--- src/rtl/matrix_pkg.sv ---
// Shared definitions for the matrix ingest/egress datapaths: default widths
// and the egress FSM state encoding.
package matrix_pkg;

    localparam int DATA_WIDTH_DEF = 64;
    localparam int ADDR_WIDTH_DEF = 1;

    typedef logic [1:0] egress_state_t;

    localparam egress_state_t ST_IDLE   = 2'd0;
    localparam egress_state_t ST_FETCH  = 2'd1;
    localparam egress_state_t ST_STREAM = 2'd2;
    localparam egress_state_t ST_DONE   = 2'd3;

endpackage

--- src/rtl/egress_ram.sv ---
// Simple dual-port buffer: one write port, one synchronous read port with
// 1-clk latency. The read register only updates when rd_en is high.
module egress_ram #(
    parameter int DATA_WIDTH = 64,
    parameter int ADDR_WIDTH = 1
) (
    input  logic                  clk,
    input  logic                  wr_en,
    input  logic [ADDR_WIDTH-1:0] wr_addr,
    input  logic [DATA_WIDTH-1:0] wr_data,
    input  logic                  rd_en,
    input  logic [ADDR_WIDTH-1:0] rd_addr,
    output logic [DATA_WIDTH-1:0] rd_data
);

    logic [DATA_WIDTH-1:0] mem [0:(1<<ADDR_WIDTH)-1];

    always_ff @(posedge clk) begin
        if (wr_en) begin
            mem[wr_addr] <= wr_data;
        end
        if (rd_en) begin
            rd_data <= mem[rd_addr];
        end
    end

endmodule

--- src/rtl/matrix_egress.sv ---
// Readout buffer for annealer result rows: loaded by the core, then streamed
// out over valid/ready at one word per clock on a start command.
module matrix_egress
    import matrix_pkg::*;
#(
    parameter int DATA_WIDTH = DATA_WIDTH_DEF,
    parameter int ADDR_WIDTH = ADDR_WIDTH_DEF
) (
    input  logic                  clk,
    input  logic                  reset,
    input  logic                  wr_en,
    input  logic [ADDR_WIDTH-1:0] wr_addr,
    input  logic [DATA_WIDTH-1:0] wr_data,
    input  logic                  start,
    input  logic [ADDR_WIDTH:0]   len,
    output logic [DATA_WIDTH-1:0] out_data,
    output logic                  out_valid,
    input  logic                  out_ready,
    output logic                  out_last,
    output logic                  busy,
    output logic                  done,
    output logic                  wr_drop
);

    localparam logic [ADDR_WIDTH:0] LEN_MAX = {1'b1, {ADDR_WIDTH{1'b0}}};

    function automatic logic [ADDR_WIDTH:0] sat_len(input logic [ADDR_WIDTH:0] l);
        return (l > LEN_MAX) ? LEN_MAX : l;
    endfunction

    egress_state_t         state;
    logic [ADDR_WIDTH:0]   len_r;
    logic [ADDR_WIDTH-1:0] beat;
    logic                  fresh;
    logic [DATA_WIDTH-1:0] data_r;
    logic                  done_r;
    logic                  wr_drop_r;

    logic                  busy_int;
    logic                  start_go;
    logic                  is_last;
    logic                  hs;
    logic                  rd_en;
    logic [ADDR_WIDTH-1:0] rd_addr;
    logic                  ram_we;
    logic [DATA_WIDTH-1:0] rd_q;

    assign busy_int = (state == ST_FETCH) || (state == ST_STREAM);
    assign start_go = (state == ST_IDLE) && start && (len != '0);
    assign out_valid = (state == ST_STREAM);
    assign is_last  = ({1'b0, beat} == (len_r - 1'b1));
    assign hs       = out_valid && out_ready;

    // The next word is fetched on the accepting handshake so it is on the RAM
    // output exactly one cycle later, giving back-to-back beats.
    assign rd_en   = (state == ST_FETCH) || (hs && !is_last);
    assign rd_addr = (state == ST_FETCH) ? '0 : beat + 1'b1;
    // A write landing in the same cycle as an accepted start counts as busy-time.
    assign ram_we  = wr_en && !busy_int && !start_go;

    egress_ram #(
        .DATA_WIDTH(DATA_WIDTH),
        .ADDR_WIDTH(ADDR_WIDTH)
    ) u_ram (
        .clk    (clk),
        .wr_en  (ram_we),
        .wr_addr(wr_addr),
        .wr_data(wr_data),
        .rd_en  (rd_en),
        .rd_addr(rd_addr),
        .rd_data(rd_q)
    );

    // Fresh RAM data drives the output directly; during a stall the word is
    // parked in the skid register so it stays stable until accepted.
    assign out_data = fresh ? rd_q : data_r;
    assign out_last = out_valid && is_last;
    assign busy     = busy_int;
    assign done     = done_r;
    assign wr_drop  = wr_drop_r;

    always_ff @(posedge clk) begin
        if (reset) begin
            state     <= ST_IDLE;
            len_r     <= '0;
            beat      <= '0;
            fresh     <= 1'b0;
            data_r    <= '0;
            done_r    <= 1'b0;
            wr_drop_r <= 1'b0;
        end else begin
            done_r    <= 1'b0;
            wr_drop_r <= wr_en && (busy_int || start_go);
            fresh     <= rd_en;
            if (fresh) begin
                data_r <= rd_q;
            end
            case (state)
                ST_IDLE: begin
                    if (start) begin
                        if (len == '0) begin
                            done_r <= 1'b1;
                        end else begin
                            len_r <= sat_len(len);
                            beat  <= '0;
                            state <= ST_FETCH;
                        end
                    end
                end
                ST_FETCH: begin
                    state <= ST_STREAM;
                end
                ST_STREAM: begin
                    if (hs) begin
                        if (is_last) begin
                            state  <= ST_DONE;
                            done_r <= 1'b1;
                        end else begin
                            beat <= beat + 1'b1;
                        end
                    end
                end
                ST_DONE: begin
                    state <= ST_IDLE;
                end
                default: begin
                    state <= ST_IDLE;
                end
            endcase
        end
    end

endmodule
--- config.mk ---
export PLATFORM = sky130hd
export DESIGN_NAME = matrix_egress
export DESIGN_NICKNAME = d
export VERILOG_FILES = /design/src/rtl/matrix_pkg.sv /design/src/rtl/egress_ram.sv /design/src/rtl/matrix_egress.sv
export SDC_FILE = /design/constraint.sdc
export NUM_CORES = 1
export LEC_CHECK = 0
export BUFFER_PORTS_ARGS = -buffer_cell sky130_fd_sc_hd__buf_4
export CAP_MARGIN = 10
export CELL_PAD_IN_SITES_DETAIL_PLACEMENT = 0
export CELL_PAD_IN_SITES_GLOBAL_PLACEMENT = 1
export CORE_MARGIN = 4
export CORE_UTILIZATION = 42
export DETAILED_ROUTE_END_ITERATION = 7
export PLACE_DENSITY_LB_ADDON = 0.1
export RECOVER_POWER = 25
export SLEW_MARGIN = 0
export SYNTH_ARGS = -nofsm -noshare
export SYNTH_HDL_FRONTEND = slang
export SYNTH_SLANG_ARGS = --single-unit
--- constraint.sdc ---
create_clock -name clk -period 5.9 [get_ports clk]
set_input_delay 0.59 -clock clk [delete_from_list [all_inputs] [get_ports clk]]
set_output_delay 0.59 -clock clk [all_outputs]
set_load 0.02 [all_outputs]
# ---- Word-level counts from Yosys, hierarchy flattened
# Memory sizes are Yosys's and may differ from the RTL's. A register that Yosys moved wholly into a read port is not among the register bits.
# Index checks and enable logic that the tools add are counted.
dict set report op_classes {
  eq_ne 9
  n_reduce_logical 21
  addsub 2
  shift 0
  muxes 20
  magnitude_cmp 1
  bitwise_logic 1
  n_div 0
  multipliers 0
}
# operator count
set ops {}
lappend ops {{2-to-1 mux 64 bit} 1}
lappend ops {{2-to-1 mux 1 bit} 11}
lappend ops {{2-to-1 mux 2 bit} 5}
lappend ops {{logical AND 1 bit} 8}
lappend ops {{case mux 2 bit (4 select lines)} 1}
lappend ops {{!= test 2 bit, second input constant} 3}
lappend ops {{AND reduction 5 bit} 1}
lappend ops {{equality test 2 bit, second input constant} 2}
lappend ops {{zero test 2 bit} 2}
lappend ops {{!= test 2 x 1 -> 1 bit, second input constant} 2}
lappend ops {{case mux 1 bit (2 select lines)} 2}
lappend ops {{AND reduction 4 bit} 1}
lappend ops {{nonzero test 2 bit} 2}
lappend ops {{zero test 1 bit} 3}
lappend ops {{logical OR 1 bit} 3}
lappend ops {{AND reduction 3 bit} 1}
lappend ops {{equality test 1 x 2 -> 1 bit} 1}
lappend ops {{equality test 2 x 1 -> 1 bit, second input constant} 1}
lappend ops {{greater-than comparator 2 bit, second input constant} 1}
lappend ops {{subtractor 2 x 1 -> 2 bit, second input constant} 1}
lappend ops {{adder 1 bit, second input constant} 1}
lappend ops {{NOT 1 bit} 1}
dict set report totals {
  elab_cells 62
  mem_bits_rw 128
  rom_bits 0
  regBits 72
  mem_count 1
  latchBits 0
}
# name depth word_bits read_ports rd_clocked_by_memory_dff write_ports line_no
set memory_table {}
lappend memory_table {u_ram.mem 2 64 1 1 1 egress_ram.sv:16} ;# logic [DATA_WIDTH-1:0] mem [0:(1<<ADDR_WIDTH)-1];

# ---- Longest topological paths before layout
dict set report depth {
  depth_word 7
  depth_mapped 6
  ltp_nobuf 6
}

# ---- Hierarchy
# Synthesis repeated with hierarchy kept, for this count alone.
dict set report hier_totals {
  cells_unflattened 525
  hier_area_um2 9799.4
}
# module n_inst area_per_inst_um2 cells_each
set by_module_without_submodules {}
lappend by_module_without_submodules {egress_ram 1 6855.3 265}
lappend by_module_without_submodules {matrix_egress 1 2944.1 260}

# ---- Least setup slack after synthesis
# No wires, ideal clock.
dict set report synth_path {
  path_type {input -> register}
  startpoint {in len[1]}
  endpoint {mem u_ram.mem[0][0] (enable)}
  arrival_ps 3877
  cell_stages 4
  n_path_buf 0
  path_slack_ps 1537
  setup_time_ps 486
  required_time_ps 5414
  cell_sequence {or2_2 a31oi_1 nand2_1 nor2_1}
}
dict set report synth_between {
  elab_chain_len 6
}
# item line_no
set synth_rtl {}
lappend synth_rtl {{start, declared} matrix_egress.sv:15} ;# input logic [ADDR_WIDTH:0] len,
lappend synth_rtl {{nonzero test 2 bit} matrix_egress.sv:49} ;# assign start_go = (state == ST_IDLE) && start && (len != '0);
lappend synth_rtl {{logical AND 1 bit} matrix_egress.sv:49}
lappend synth_rtl {{zero test 1 bit} matrix_egress.sv:59} ;# assign ram_we = wr_en && !busy_int && !start_go;
lappend synth_rtl {{logical AND 1 bit} matrix_egress.sv:59}
lappend synth_rtl {{2-to-1 mux 1 bit} egress_ram.sv:19} ;# if (wr_en) begin
lappend synth_rtl {{2-to-1 mux 1 bit (not written as such)} egress_ram.sv:20} ;# mem[wr_addr] <= wr_data;
lappend synth_rtl {{end, declared} egress_ram.sv:16}
# No other way between the ends.

# ---- Worst setup path in the final report
dict set report layout_path {
  startpoint {reg fresh}
  endpoint {out out_data[19]}
}
dict set report layout_between {
  elab_chain_len 1
}
# item line_no
set layout_rtl {}
lappend layout_rtl {{start, declared} matrix_egress.sv:34} ;# logic fresh;
lappend layout_rtl {{start signal, assigned} matrix_egress.sv:94} ;# fresh <= rd_en;
lappend layout_rtl {{2-to-1 mux 64 bit} -}
lappend layout_rtl {{end, declared} matrix_egress.sv:16} ;# output logic [DATA_WIDTH-1:0] out_data,
# No other way between the ends.

==> metrics list <==
- Post-detailed-placement half-perimeter wirelength: 10270 microns
- For the worst setup path, the data required time is 5.31 ns.
* Filler cells: 1846
* R2R depth: 7
- The flow ran to the end, and the final reports show no timing, DRC or antenna violations.
- Accumulated negative setup slack: 0 ns
- For this run the aggregate overflow at the end of global routing stands at 0.
- The min-delay analysis places its worst path in the category input port to flop.
* Total length of routed met3 wires: 1029 microns
- The synthesized design contains 264 register bits.
* Number of enable-type register cells in the synthesized netlist: 192
- Setup slack after placement: 2.550 ns
- Endpoint arrival time on the critical path: 2.13 ns
* Static power due to leakage: 4.288 nW
- The initial utilization of the core area, before any placement, comes to 0.4306.
* Maximum number of pins on one net before global-route repair: 75
- Post-Syn Nets: 601
- Clock latency on the worst-skew pair: 0.53 ns
- In this run the core area contains 54 standard-cell rows.
* Proportion of synthesized flip-flops having asynchronous set or reset: 0
- The sequential cells in the finished layout cover a total of 0.007211 sq mm.
* Antenna violations before repair: 1
- Detail-routed net length per standard cell: 17.76 microns
- For this block, wires on met1 add up to 7161 microns.
* Synthesized area per cell: 18.10 sq um
- The max-slew violation count is 0.
* Nets: 752
* Standard cell core area: 0.02203 sq mm
- The number of hold violations in the final report was 0.
- In this run the critical register-to-register path is captured at u_ram.mem[0][19].
- Met2 layer wire length in the routed design: 8849 microns
- Hold timing on the final database bottoms out at a slack of 0.2615 ns.
- Leading register cell type out of synthesis: sky130_fd_sc_hd__edfxtp_1
- Area share of the leading cell type in the synthesized netlist: 0.6078
- CP Capture Type: primary output
- Diodes inserted: 0
* Final core utilization: 0.5280
- After clock tree synthesis, the clock-pin slew on the worst setup and hold paths is 0.06 ns.
- Critical R2R Launch: state[0]
- The worst setup path is of the flop to primary output kind.
- Hold Path Depth: 1
- Die span in x: 158.3 microns
- sky130_fd_sc_hd__edfxtp_1 takes more of the synthesized area than any other cell.
- Least setup slack across all paths after layout: 3.178 ns
* CTS tree: done
- Distinct cell type count after synthesis: 34
- Count of H-tree levels built during CTS: 1
- Clock skew on the completed layout was measured at 0.01843 ns.
* Post-synth top cells: 192 x sky130_fd_sc_hd__edfxtp_1, 122 x sky130_fd_sc_hd__mux2_2, 72 x sky130_fd_sc_hd__dfxtp_1
- # placed instances: 924
- After detailed routing, the number of vias per cell comes to 4.827.
- After layout, the minimum clock period comes to 2.722 ns.
* Final clock period utilization by the worst path: 0.4614
* Count of final setup violators: 0
- In the global route stage, overall resource usage came out at 0.1379.
- The floorplan step set the die height to 158.3 microns.
* Type of element launching the critical path: flop
* Post-CTS resize count: 0
* Routability congestion estimate from global placement: 0.7036
* Cell types occupying the most area after synthesis: sky130_fd_sc_hd__edfxtp_1 61%, sky130_fd_sc_hd__dfxtp_1 15%, sky130_fd_sc_hd__mux2_2 14%
- For this run, the register share of the synthesized area comes to 0.7598.
* Critical hold path startpoint: wr_data[17]
- Layout-stage area growth over the synthesis result: 22.61%
* RSZ-0062 raised after global routing: no
- Post-CTS setup repair buffer count: 0
* Top metal layer carrying routed signals: met5
- sky130_fd_sc_hd__edfxtp_1 is the most common cell in the netlist.
- The first detailed-routing pass ran for 4 iterations.
- Num CTS Buffers: 28
- Endpoint of the worst hold-timing path: u_ram.mem[0][17]
- In this run the remaining antenna-violating nets after routing total 0.
- Global-route wire length before repair: 27020 microns
* Worst Max-Slew Pin Slew: 1.070 ns
- The die covers 0.02505 sq mm.
- Number of warning messages in the yosys log: 0
* Peak Freq: 367.3 MHz
* Total Wirelength: 17350 microns
- In the final layout, the multi-input gates occupy 0.002175 sq mm.
* Maximum capacitance violations: 0
- For this run, design rule violations remaining after detail routing come to 0.
- Worst R2R Setup Slack: 3.26 ns
- Detailed router's first-iteration violation count: 220
* Post-synthesis instance area: 0.009485 sq mm
- Power spread over the standard cell area amounts to 499.9 mW/mm^2.
* Number of non-filler instances in the completed layout: 977
- The via count of the first global-routing pass is 5089.
* CP Max Fanout: 64
- VDD sags by at most 0.2872 mV.
* Cell at the root of the clock tree: sky130_fd_sc_hd__clkbuf_16
- Vias after detailed routing: 4716
- The clock drives 264 sinks.
- Buffers inserted to repair hold after CTS numbered 0.
* Cell count after synthesis: 524
- Boundary pin count: 141
- Port buffering added 140 buffers.
- In this run the tightest slew margin relative to its limit is 0.2868.
- The clock passes through at most 3 buffers.
- Of the cells placed in the final design, the portion with a size suffix greater than 1 is 0.4118.
==> report_power, final <==
part | total, W | internal [W] | switching (W)
clock | 0.00171 | 0.00102 | 0.000691
combinational | 0.00145 | 0.000665 | 0.000780
sequential | 0.00266 | 0.00252 | 0.000142
==> layout by cell type, fill, tap and decap left out, drive strengths merged <==
master / netlist / layout
nand2: 2 / 2
nor2b: 67 / 67
a22oi: 1 / 1
nor3b: 1 / 1
dfxtp: 72 / 72
and3: 1 / 1
mux2: 128 / 128
nand3: 2 / 2
nor2: 5 / 5
buf: 13 / 79
o31ai: 1 / 1
o21ai: 4 / 4
nand2b: 2 / 2
nand3b: 1 / 1
mux2i: 1 / 1
inv: 3 / 4
a22o: 1 / 1
nand4b: 1 / 1
edfxtp: 192 / 192
and3b: 1 / 1
a31oi: 2 / 2
a2111o: 1 / 1
ha: 5 / 5
a31o: 1 / 1
a21oi: 4 / 4
clkinvlp: 0 / 1
o22ai: 1 / 1
clkbuf: 9 / 98
or2: 1 / 1
a311oi: 1 / 1
clkinv: 0 / 13
bufinv: 0 / 3
==> cell families after synthesis <==
| logic type | after synthesis | share of synthesized area |
|---|---|---|
| flops | 264 | 0.7598 |
| mux | 129 | 0.1530 |
| simple gates | 84 | 0.05488 |
| buf+inv | 25 | 0.01319 |
| compound gates | 17 | 0.01253 |
| fa+ha+maj | 5 | 0.006595 |
==> state kept, by name (all words and copies together) (netlist names) <==
register       flops
u_ram.rd_data     64
u_ram.mem        128
beat               1
wr_drop            1
fresh              1
state              2
data_r            64
done               1
len_r              2
==> layer usage <==
layer | track usage | up-vias
li1 | - | 2246
met1 | 0.1671 | 2336
met2 | 0.2470 | 107
met3 | 0.03697 | 25
met4 | 0.03128 | 2
met5 | 0 | -
==> area by class of cell <==
class,instances,area share
Tap cell,280,0.03012
Clock inverter,18,0.01549
Multi-Input combinational cell,235,0.1870
Timing Repair Buffer,143,0.08338
Sequential cell,264,0.6200
Inverter,3,0.0009683
Clock buffer,34,0.06304
==> worst max-delay path: stages, from the launching register on <==
cell,delay [ns]
sky130_fd_sc_hd__dfxtp_4,0.97
sky130_fd_sc_hd__mux2_2,0.46
sky130_fd_sc_hd__buf_4,0.17
==> worst max path at each step <==
stage	startpoint	end	slack, ns	cells past startpoint
after global placement	len[1]	u_ram.mem[0][63]	2.58	6
after floorplan	len[1]	u_ram.mem[0][0]	1.54	4
after detailed placement	len[1]	u_ram.mem[0][63]	2.55	6
after global routing	fresh	out_data[19]	3.06	2
final	fresh	out_data[19]	3.18	2
after CTS	state[1]	u_ram.mem[0][12]	2.83	6
==> per-stage QoR <==
step / power (W) / cell area (sq um)
2_1_floorplan: 0.003655 / 9485
3_3_place_gp: 0.004153 / 10810
3_5_place_dp: 0.004189 / 10810
4_1_cts: 0.005919 / 11730
5_1_grt: 0.006111 / 11630
6_report: 0.005814 / 11630
(Power assumes the default switching activity.)
